`src/rtl/logic_unit_pkg.sv`:
```
// logic_unit_pkg: shared op/state encodings and the per-bit logic function
package logic_unit_pkg;
    typedef enum logic [2:0] {
        OP_AND, OP_OR, OP_XOR, OP_NAND, OP_NOR, OP_XNOR, OP_ANDN, OP_PASS
    } op_e;
    typedef enum logic {IDLE, FOLD} state_e;
    function automatic logic apply_op(op_e op, logic x, logic y);
        case (op)
            OP_AND:  return x & y;
            OP_OR:   return x | y;
            OP_XOR:  return x ^ y;
            OP_NAND: return ~(x & y);
            OP_NOR:  return ~(x | y);
            OP_XNOR: return ~(x ^ y);
            OP_ANDN: return x & ~y;
            default: return x;
        endcase
    endfunction
endpackage

```
`src/rtl/logic_unit_if.sv`:
```
// logic_unit_if: input beat stream and result stream of logic_unit
interface logic_unit_if #(parameter int WIDTH = 8, parameter int COUNT_W = 8);
    logic               in_valid;
    logic               in_ready;
    logic [WIDTH-1:0]   in_a;
    logic [WIDTH-1:0]   in_b;
    logic [2:0]         in_op;
    logic               in_acc;
    logic               in_last;
    logic               out_valid;
    logic               out_ready;
    logic [WIDTH-1:0]   out_data;
    logic               out_zero;
    logic [COUNT_W-1:0] out_count;
    modport master (
        output in_valid, in_a, in_b, in_op, in_acc, in_last, out_ready,
        input  in_ready, out_valid, out_data, out_zero, out_count
    );
    modport slave (
        input  in_valid, in_a, in_b, in_op, in_acc, in_last, out_ready,
        output in_ready, out_valid, out_data, out_zero, out_count
    );
endinterface

```
`src/rtl/logic_unit_bitwise_op.sv`:
```
// bitwise_op: combinational bitwise function f(x, y) selected by op
module bitwise_op
    import logic_unit_pkg::*;
#(
    parameter int WIDTH = 8
) (
    input  op_e              op,
    input  logic [WIDTH-1:0] x,
    input  logic [WIDTH-1:0] y,
    output logic [WIDTH-1:0] f
);
    for (genvar i = 0; i < WIDTH; i++) begin : g_bit
        assign f[i] = apply_op(op, x[i], y[i]);
    end
endmodule

```
`src/rtl/logic_unit.sv`:
```
// logic_unit: registered bitwise logic unit with single-beat and fold modes
module logic_unit
    import logic_unit_pkg::*;
#(
    parameter int WIDTH   = 8,
    parameter int COUNT_W = 8
) (
    input logic         clk,
    input logic         rst_n,
    logic_unit_if.slave bus
);
    state_e             state, state_d;
    op_e                op_q, op_d, op;
    logic [WIDTH-1:0]   acc, acc_d, x, y, f, res;
    logic [COUNT_W-1:0] cnt, cnt_d, cnt_inc, res_cnt;
    logic               accept, wr;

    assign bus.in_ready = !bus.out_valid || bus.out_ready;
    assign accept       = bus.in_valid && bus.in_ready;
    // one function unit serves both paths; in FOLD the accumulator is x
    assign op      = state == FOLD ? op_q : op_e'(bus.in_op);
    assign x       = state == FOLD ? acc : bus.in_a;
    assign y       = state == FOLD ? bus.in_a : bus.in_b;
    assign cnt_inc = &cnt ? cnt : cnt + 1'b1;

    bitwise_op #(.WIDTH(WIDTH)) u_op (.op(op), .x(x), .y(y), .f(f));

    always_comb begin
        state_d = state;
        acc_d   = acc;
        cnt_d   = cnt;
        op_d    = op_q;
        wr      = 1'b0;
        res     = f;
        res_cnt = COUNT_W'(1);
        if (accept) begin
            if (state == IDLE && !bus.in_acc) begin
                wr = 1'b1;
            end else if (state == IDLE) begin
                op_d = op_e'(bus.in_op);
                if (bus.in_last) begin
                    wr  = 1'b1;
                    res = bus.in_a;
                end else begin
                    acc_d   = bus.in_a;
                    cnt_d   = COUNT_W'(1);
                    state_d = FOLD;
                end
            end else if (bus.in_last) begin
                wr      = 1'b1;
                res_cnt = cnt_inc;
                state_d = IDLE;
            end else begin
                acc_d = f;
                cnt_d = cnt_inc;
            end
        end
    end

    always_ff @(posedge clk or negedge rst_n) begin
        if (!rst_n) begin
            state         <= IDLE;
            acc           <= '0;
            cnt           <= '0;
            op_q          <= OP_AND;
            bus.out_valid <= 1'b0;
            bus.out_data  <= '0;
            bus.out_zero  <= 1'b1;
            bus.out_count <= '0;
        end else begin
            state <= state_d;
            acc   <= acc_d;
            cnt   <= cnt_d;
            op_q  <= op_d;
            if (wr) begin
                bus.out_valid <= 1'b1;
                bus.out_data  <= res;
                bus.out_zero  <= res == '0;
                bus.out_count <= res_cnt;
            end else if (bus.out_ready) begin
                bus.out_valid <= 1'b0;
            end
        end
    end
endmodule

```
`src/flat_wrapper.sv`:
```
// flat-port wrapper written by rule: the top's interface ports become plain ports
module logic_unit_flat import logic_unit_pkg::*;
#(
    parameter int WIDTH   = 8,
    parameter int COUNT_W = 8
)
  (clk, rst_n, bus_in_valid, bus_in_a, bus_in_b, bus_in_op, bus_in_acc, bus_in_last, bus_out_ready, bus_in_ready, bus_out_valid, bus_out_data, bus_out_zero, bus_out_count);
  logic_unit_if #(.WIDTH(WIDTH), .COUNT_W(COUNT_W)) bus_i ();
  input logic clk;
  input logic rst_n;
  input wire logic [$bits(bus_i.in_valid)-1:0] bus_in_valid;
  input wire logic [$bits(bus_i.in_a)-1:0] bus_in_a;
  input wire logic [$bits(bus_i.in_b)-1:0] bus_in_b;
  input wire logic [$bits(bus_i.in_op)-1:0] bus_in_op;
  input wire logic [$bits(bus_i.in_acc)-1:0] bus_in_acc;
  input wire logic [$bits(bus_i.in_last)-1:0] bus_in_last;
  input wire logic [$bits(bus_i.out_ready)-1:0] bus_out_ready;
  output wire logic [$bits(bus_i.in_ready)-1:0] bus_in_ready;
  output wire logic [$bits(bus_i.out_valid)-1:0] bus_out_valid;
  output wire logic [$bits(bus_i.out_data)-1:0] bus_out_data;
  output wire logic [$bits(bus_i.out_zero)-1:0] bus_out_zero;
  output wire logic [$bits(bus_i.out_count)-1:0] bus_out_count;
  assign bus_i.in_valid = bus_in_valid;
  assign bus_i.in_a = bus_in_a;
  assign bus_i.in_b = bus_in_b;
  assign bus_i.in_op = bus_in_op;
  assign bus_i.in_acc = bus_in_acc;
  assign bus_i.in_last = bus_in_last;
  assign bus_i.out_ready = bus_out_ready;
  assign bus_in_ready = bus_i.in_ready;
  assign bus_out_valid = bus_i.out_valid;
  assign bus_out_data = bus_i.out_data;
  assign bus_out_zero = bus_i.out_zero;
  assign bus_out_count = bus_i.out_count;
  logic_unit #(.WIDTH(WIDTH), .COUNT_W(COUNT_W)) u_core (.clk(clk), .rst_n(rst_n), .bus(bus_i));
endmodule
```
`config.mk`:
```
export PLATFORM = sky130hd
export DESIGN_NAME = logic_unit_flat
export DESIGN_NICKNAME = d
export VERILOG_FILES = /design/src/rtl/logic_unit_pkg.sv /design/src/rtl/logic_unit_if.sv /design/src/rtl/logic_unit_bitwise_op.sv /design/src/rtl/logic_unit.sv /design/src/flat_wrapper.sv
export SDC_FILE = /design/constraint.sdc
export NUM_CORES = 1
export LEC_CHECK = 0
export BUFFER_PORTS_ARGS = -buffer_cell sky130_fd_sc_hd__buf_2
export CORE_AREA = 5 5 92 94
export CTS_CLUSTER_DIAMETER = 40
export DETAILED_ROUTE_END_ITERATION = 7
export DIE_AREA = 0 0 97 99
export PLACE_DENSITY_LB_ADDON = 0.2
export SLEW_MARGIN = 30
export SYNTH_ARGS = -nofsm -noshare
export SYNTH_HDL_FRONTEND = slang
export SYNTH_HIERARCHICAL = 1
export SYNTH_SLANG_ARGS = --single-unit
```
`constraint.sdc`:
```
create_clock -name clk -period 3.7 [get_ports clk]
set_input_delay 0 -clock clk [delete_from_list [all_inputs] [get_ports clk]]
set_output_delay 0 -clock clk [all_outputs]
set_load 0.01 [all_outputs]
```
# --- After elaboration in Yosys (flattened, before gate mapping) ---
# Index checks and enable logic that the tools add are counted.
# W data, S select, Z words.
word_totals:
  wordCells: 125
  ff_bits: 38
  input_bits: 25
classes:
  addsub: 1
  eq_ne: 6
  reduce_logical: 11
  bitwise: 67
  muxes: 32
op_table:
  columns: ["operator", "count"]
  rows:
  - ["$mux W8", 17]
  - ["$pmux W1 S7", 8]
  - ["$not A1 Y1", 35]
  - ["$and A1 B1 Y1", 16]
  - ["$eq A3 B3 Y1 const B", 3]
  - ["$add A8 B1 Y8 const B", 1]
  - ["$logic_not A8 Y1", 1]
  - ["$or A1 B1 Y1", 8]
  - ["$reduce_and A8 Y1", 1]
  - ["$xor A1 B1 Y1", 8]
  - ["$eq A3 B2 Y1 const B", 2]
  - ["$mux W1", 6]
  - ["$eq A3 B1 Y1 const B", 1]
  - ["$logic_not A3 Y1", 1]
  - ["$mux W3", 1]
  - ["$reduce_and A3 Y1", 1]
  - ["$logic_and A1 B1 Y1", 2]
  - ["$logic_not A1 Y1", 2]
  - ["$reduce_and A2 Y1", 1]
  - ["$reduce_bool A2 Y1", 1]
  - ["$logic_or A1 B1 Y1", 1]

# --- Depth between registers and ports, before layout ---
depth:
  word_depth: 9
  mapped_depth: 13
  ltp_nobuf: 11

# --- Hierarchy ---
# Netlist, hierarchy kept.
by_module_without_submodules:
  columns: ["module", "cells_each", "seq_area_each_um2", "n_inst", "area_each_um2"]
  rows:
  - ["logic_unit", 211, 952.2, 1, 2097.0]
  - ["bitwise_op", 130, 0.0, 1, 969.7]

# --- Least setup slack after synthesis ---
# OpenSTA, ideal clock, no wires.
synth_path:
  path_type: "register -> register"
  startpoint: "reg u_core.state"
  endpoint: "reg u_core.bus.out_zero"
  slack_ns: 0.773
  stages_incl_launch_ff: 12
  arrival_ns: 2.855
  period_less_slack_ns: 2.927
  n_path_buf: 2
  cell_sequence: "dfrtp_1 > buf_2 > buf_2 > mux2_2 > inv_1 > ha_1 > mux2_2 > mux4_2 > nor4_1 > nand2_1 > mux2_1 > o21ai_1"
synth_via:
  elab_chain_cells: 9
  word_cells_on_any_way: 91
synth_lines:
  columns: ["element", "line_no", "source"]
  rows:
  - ["start, declared", "logic_unit.sv:12", "state_e state, state_d;"]
  - ["start signal, assigned", "logic_unit.sv:71", "state <= state_d;"]
  - ["$mux W8 *", "logic_unit.sv:23", "assign y = state == FOLD ? bus.in_a : bus.in_b;"]
  - ["via u_core.y[1]", "logic_unit.sv:14", "logic [WIDTH-1:0] acc, acc_d, x, y, f, res;"]
  - ["$not A1 Y1 (tied with other cells)", "logic_unit_pkg.sv:15", "OP_ANDN: return x & ~y;"]
  - ["$and A1 B1 Y1 (tied with other cells)", "logic_unit_pkg.sv:15", null]
  - ["$pmux W1 S7 *", "logic_unit_pkg.sv:8", "case (op)"]
  - ["via u_core.f[1]", "logic_unit.sv:14", null]
  - ["$mux W8", "logic_unit.sv:41", "if (bus.in_last) begin"]
  - ["$mux W8", "logic_unit.sv:39", "end else if (state == IDLE) begin"]
  - ["$mux W8", "logic_unit.sv:37", "if (state == IDLE && !bus.in_acc) begin"]
  - ["$mux W8 *", "logic_unit.sv:36", "if (accept) begin"]
  - ["$logic_not A8 Y1 *", "logic_unit.sv:78", "bus.out_zero <= res == '0;"]
  - ["end signal, assigned", "logic_unit.sv:68", "bus.out_zero <= 1'b1;"]
  - ["end signal, assigned", "logic_unit.sv:78", null]
  - ["end, declared", "logic_unit_if.sv:21", "output in_ready, out_valid, out_data, out_zero, out_count"]
# The timed path passes the listed nets; every way through them passes the cells marked *.
# A chain may end at the register's enable or synchronous reset.

# --- Worst setup path after layout ---
layout_path:
  startpoint: "reg u_core.state"
  endpoint: "reg u_core.bus.out_zero"
layout_via:
  word_cells_on_any_way: 91
layout_rtl:
  columns: ["element", "line_no", "source"]
  rows:
  - ["$mux W3 *", null, null]
  - ["via u_core.op[2]", "logic_unit.sv:13", "op_e op_q, op_d, op;"]
  - ["$eq A3 B3 Y1 (tied with other cells)", "logic_unit_pkg.sv:8", null]
  - ["$pmux W1 S7 *", "logic_unit_pkg.sv:8", null]
  - ["via u_core.f[1]", "logic_unit.sv:14", null]
  - ["$mux W8", "logic_unit.sv:41", null]
  - ["$mux W8", "logic_unit.sv:39", null]
  - ["$mux W8", "logic_unit.sv:37", null]
  - ["$mux W8 *", "logic_unit.sv:36", null]
  - ["$logic_not A8 Y1 *", "logic_unit.sv:78", null]
# Marked as above.

==> flow_metrics.py <==
metrics = {
    "worst_setup_path": {
        "r2r_cells": 8,
        "required_ps": 3910,
        "crit_fanout": 32,
        "crit_type": "reg -> reg",
        "timing.rr.start": "u_core/state",
        "worstSetupStartpointType": "register",
        "crit_start": "u_core/state",
        "r2r_slack_ps": 750,
        "end_kind": "register",
        "critPathArrivalTime_ps": 3170,
        "r2r-end": "u_core/bus.out_zero",
    },
    "floorplan": {
        "start_util_pct": 40.53,
        "ios": 44,
        "core_area_sq_mm": 0.007567,
        "die_x_um": 97,
        "placementRows": 32,
        "dieArea_sq_mm": 0.009603,
        "die_h_um": 99,
    },
    "drt": {
        "dr.pass1.iters": 4,
        "drtIter0Drc": 66,
        "wl_per_cell_um": 14.29,
        "viasPerCell": 5.196,
        "drc": 0,
        "wl_mm": 6.843,
        "final_antenna_net_count": 0,
        "vias": 2489,
    },
    "yosys": {
        "synth_area_sq_mm": 0.003067,
        "synth-edff-count": 0,
        "synth_flop_cell": "dfrtp_1",
        "synthArstFlopShare_pct": 100.0,
        "ys_seq_area_share_pct": 31.05,
        "yosys_warnings": 6,
        "synth_cells": 341,
        "ys_ff_latch": 38,
        "yosysUniqueCellTypes": 52,
        "syn_area_per_cell_sq_um": 8.993,
        "synth_nets": 391,
    },
    "placement": {
        "portBuffers": 43,
        "gp_congestion": 0.8516,
        "dp_slack_ps": 781.0,
        "dp_hpwl_mm": 5.061,
    },
    "clocking": {
        "cts-resized-gates": 0,
        "cts_buffers": 5,
        "clock_latency_ps": 290,
        "clockBufferDepth": 2,
        "cts-root-buf": "clkbuf_8",
        "h-tree-depth": 2,
        "clk_pin_slew_ps": 70,
        "clock-sinks": 38,
        "cts_setup_buffers": 0,
        "cts_tree": "done",
        "post_cts_hold_buffer_count": 1,
    },
    "layout": {
        "multiInputGateArea_sq_mm": 0.001918,
        "antenna_cells": 0,
        "drive_above_1_share_pct": 24.14,
        "seqCellArea_sq_um": 952.2,
        "nets": 426,
        "most-common-layout-cells": "43 x nand2_1, 42 x buf_2, 37 x dfrtp_1, 27 x mux2_2, 25 x ha_1",
        "final_common_cell": "nand2_1",
        "fill_cells": 754,
        "synthToLayoutAreaGrowth_pct": 12.04,
    },
    "sta": {
        "final_max_slew_viol_count": 0,
        "skew_ps": 4.538,
        "period_minus_slack_ps": 2954,
        "clock.fmax_ghz": 0.3385,
        "fin_crit_sh_pct": 79.84,
        "tightest_slew_ps": 622.4,
        "setup_tns_ps": 0,
        "setup_slack_ps": 745.8,
        "relSlewSlack_pct": 58.28,
        "hold_viol_final": 0,
        "finalSetupViolCount": 0,
        "rsz0062_at_grt": "false",
    },
    "pwr": {
        "power.density_mw_per_mm2": 481.1,
        "max-vdd-ir-drop_mv": 0.1503,
        "p_switching_uw": 643.0,
        "combPwrFrac_pct": 46.3,
        "seqPwrFrac_pct": 35.8,
        "switching_share_pct": 38.90,
        "p_clk_share_pct": 17.9,
        "leakage_uw": 0.001561,
        "internal_power_uw": 1010,
    },
    "run_status": {
        "status": "completed",
    },
    "grt": {
        "grt_pass1_wl_mm": 11.61,
        "grt_overflow": 0,
        "grt_pass1_vias": 2459,
        "antenna_found_initial": 0,
        "grt_usage_pct": 14.50,
        "grt_max_degree": 39,
    },
    "min_path": {
        "min_from": "bus_in_a[6]",
        "holdCritPathClass": "in -> reg",
        "whs_path_depth": 3,
        "hold_end": "u_core/bus.out_data[6]",
    },
    "flow_run": {
        "drv_cap": 0,
    },
}
## synth_stat cells, drive strengths merged, types with 9 or more instances
library cell  instances  area share (%)
mux2                 30              11
nor2                 10             1.2
nand3                 9             1.6
a21oi                20             3.3
nand2                43             5.3
inv                  24             2.9
o21ai                38             6.2
nor2b                10             2.1
dfrtp                37              30
buf                  18             3.4
mux2i                23             7.5
ha                   25              10
## final cells by class
class	count	share of cell area (%)
clock buffer	8	2.622
inverter	24	2.622
timing repair buffer	48	7.502
sequential	38	27.71
tap	102	3.714
multi-input combinational	259	55.83
## kinds of logic (layout without fill, tap and decap cells)
group,after synthesis,in the layout,share of synthesized area (%)
simple gates,92,92,15.10
fa+ha+maj,25,25,10.20
flops,38,38,31.05
xor+xnor,2,2,0.5713
buf+inv,44,80,6.610
compound gates,85,85,16.48
mux,55,55,19.99
## through the flow
step / hold WS, ps / area [sq um] / utilization (%) / power, uW / std cells
finish: 55.63 / 3436 / 45.40 / 1653 / 479
global route: 78.05 / 3436 / 45.40 / 1798 / 479
CTS: 43.03 / 3433 / 45.37 / 1666 / 479
detailed placement: 170.2 / 3333 / 44.05 / 1364 / 470
global placement: 167.1 / 3333 / 44.05 / 1347 / 470
floorplan: -295.6 / 3067 / - / 1171 / 341
## flip-flops by register name, summed over array words and instances (netlist names)
signal / cells
u_core/bus.out_data: 8
u_core/bus.out_count: 8
u_core/acc: 8
u_core/bus.out_zero: 1
u_core/bus.out_valid: 1
u_core/op_q: 3
u_core/cnt: 8
u_core/state: 1
## critical path, stage by stage, from the launching register on
cell     delay (ps)
dfrtp_1         410
buf_4           180
mux2_2          620
mux2_2          400
mux4_2          490
nor4_1          290
nand2_1          70
mux2_1          290
o21ai_1         120
## power by group through the flow
stage	Clock, uW	Combinational [uW]	Sequential, uW
final	296	765	592
after detailed placement	0	767	597
after floorplan	0	564	607
after global placement	0	750	597
after CTS	306	769	592
after global routing	322	866	609
## worst max path at each step
stage / endpoint / slack, ps / cells after the start
detailed placement: u_core/bus.out_zero / 780 / 8
finish: u_core/bus.out_zero / 750 / 8
floorplan: u_core/bus.out_zero / 770 / 11
global route: u_core/bus.out_zero / 470 / 8
CTS: u_core/bus.out_zero / 740 / 8
global placement: u_core/bus.out_zero / 820 / 8
## routing by layer
layer	track usage (%)	routed length [um]
met5	0	0
met4	5.724	156
met3	2.335	232
met2	25.11	3266
met1	18.07	3187
Power figures use the tool's default switching activity.
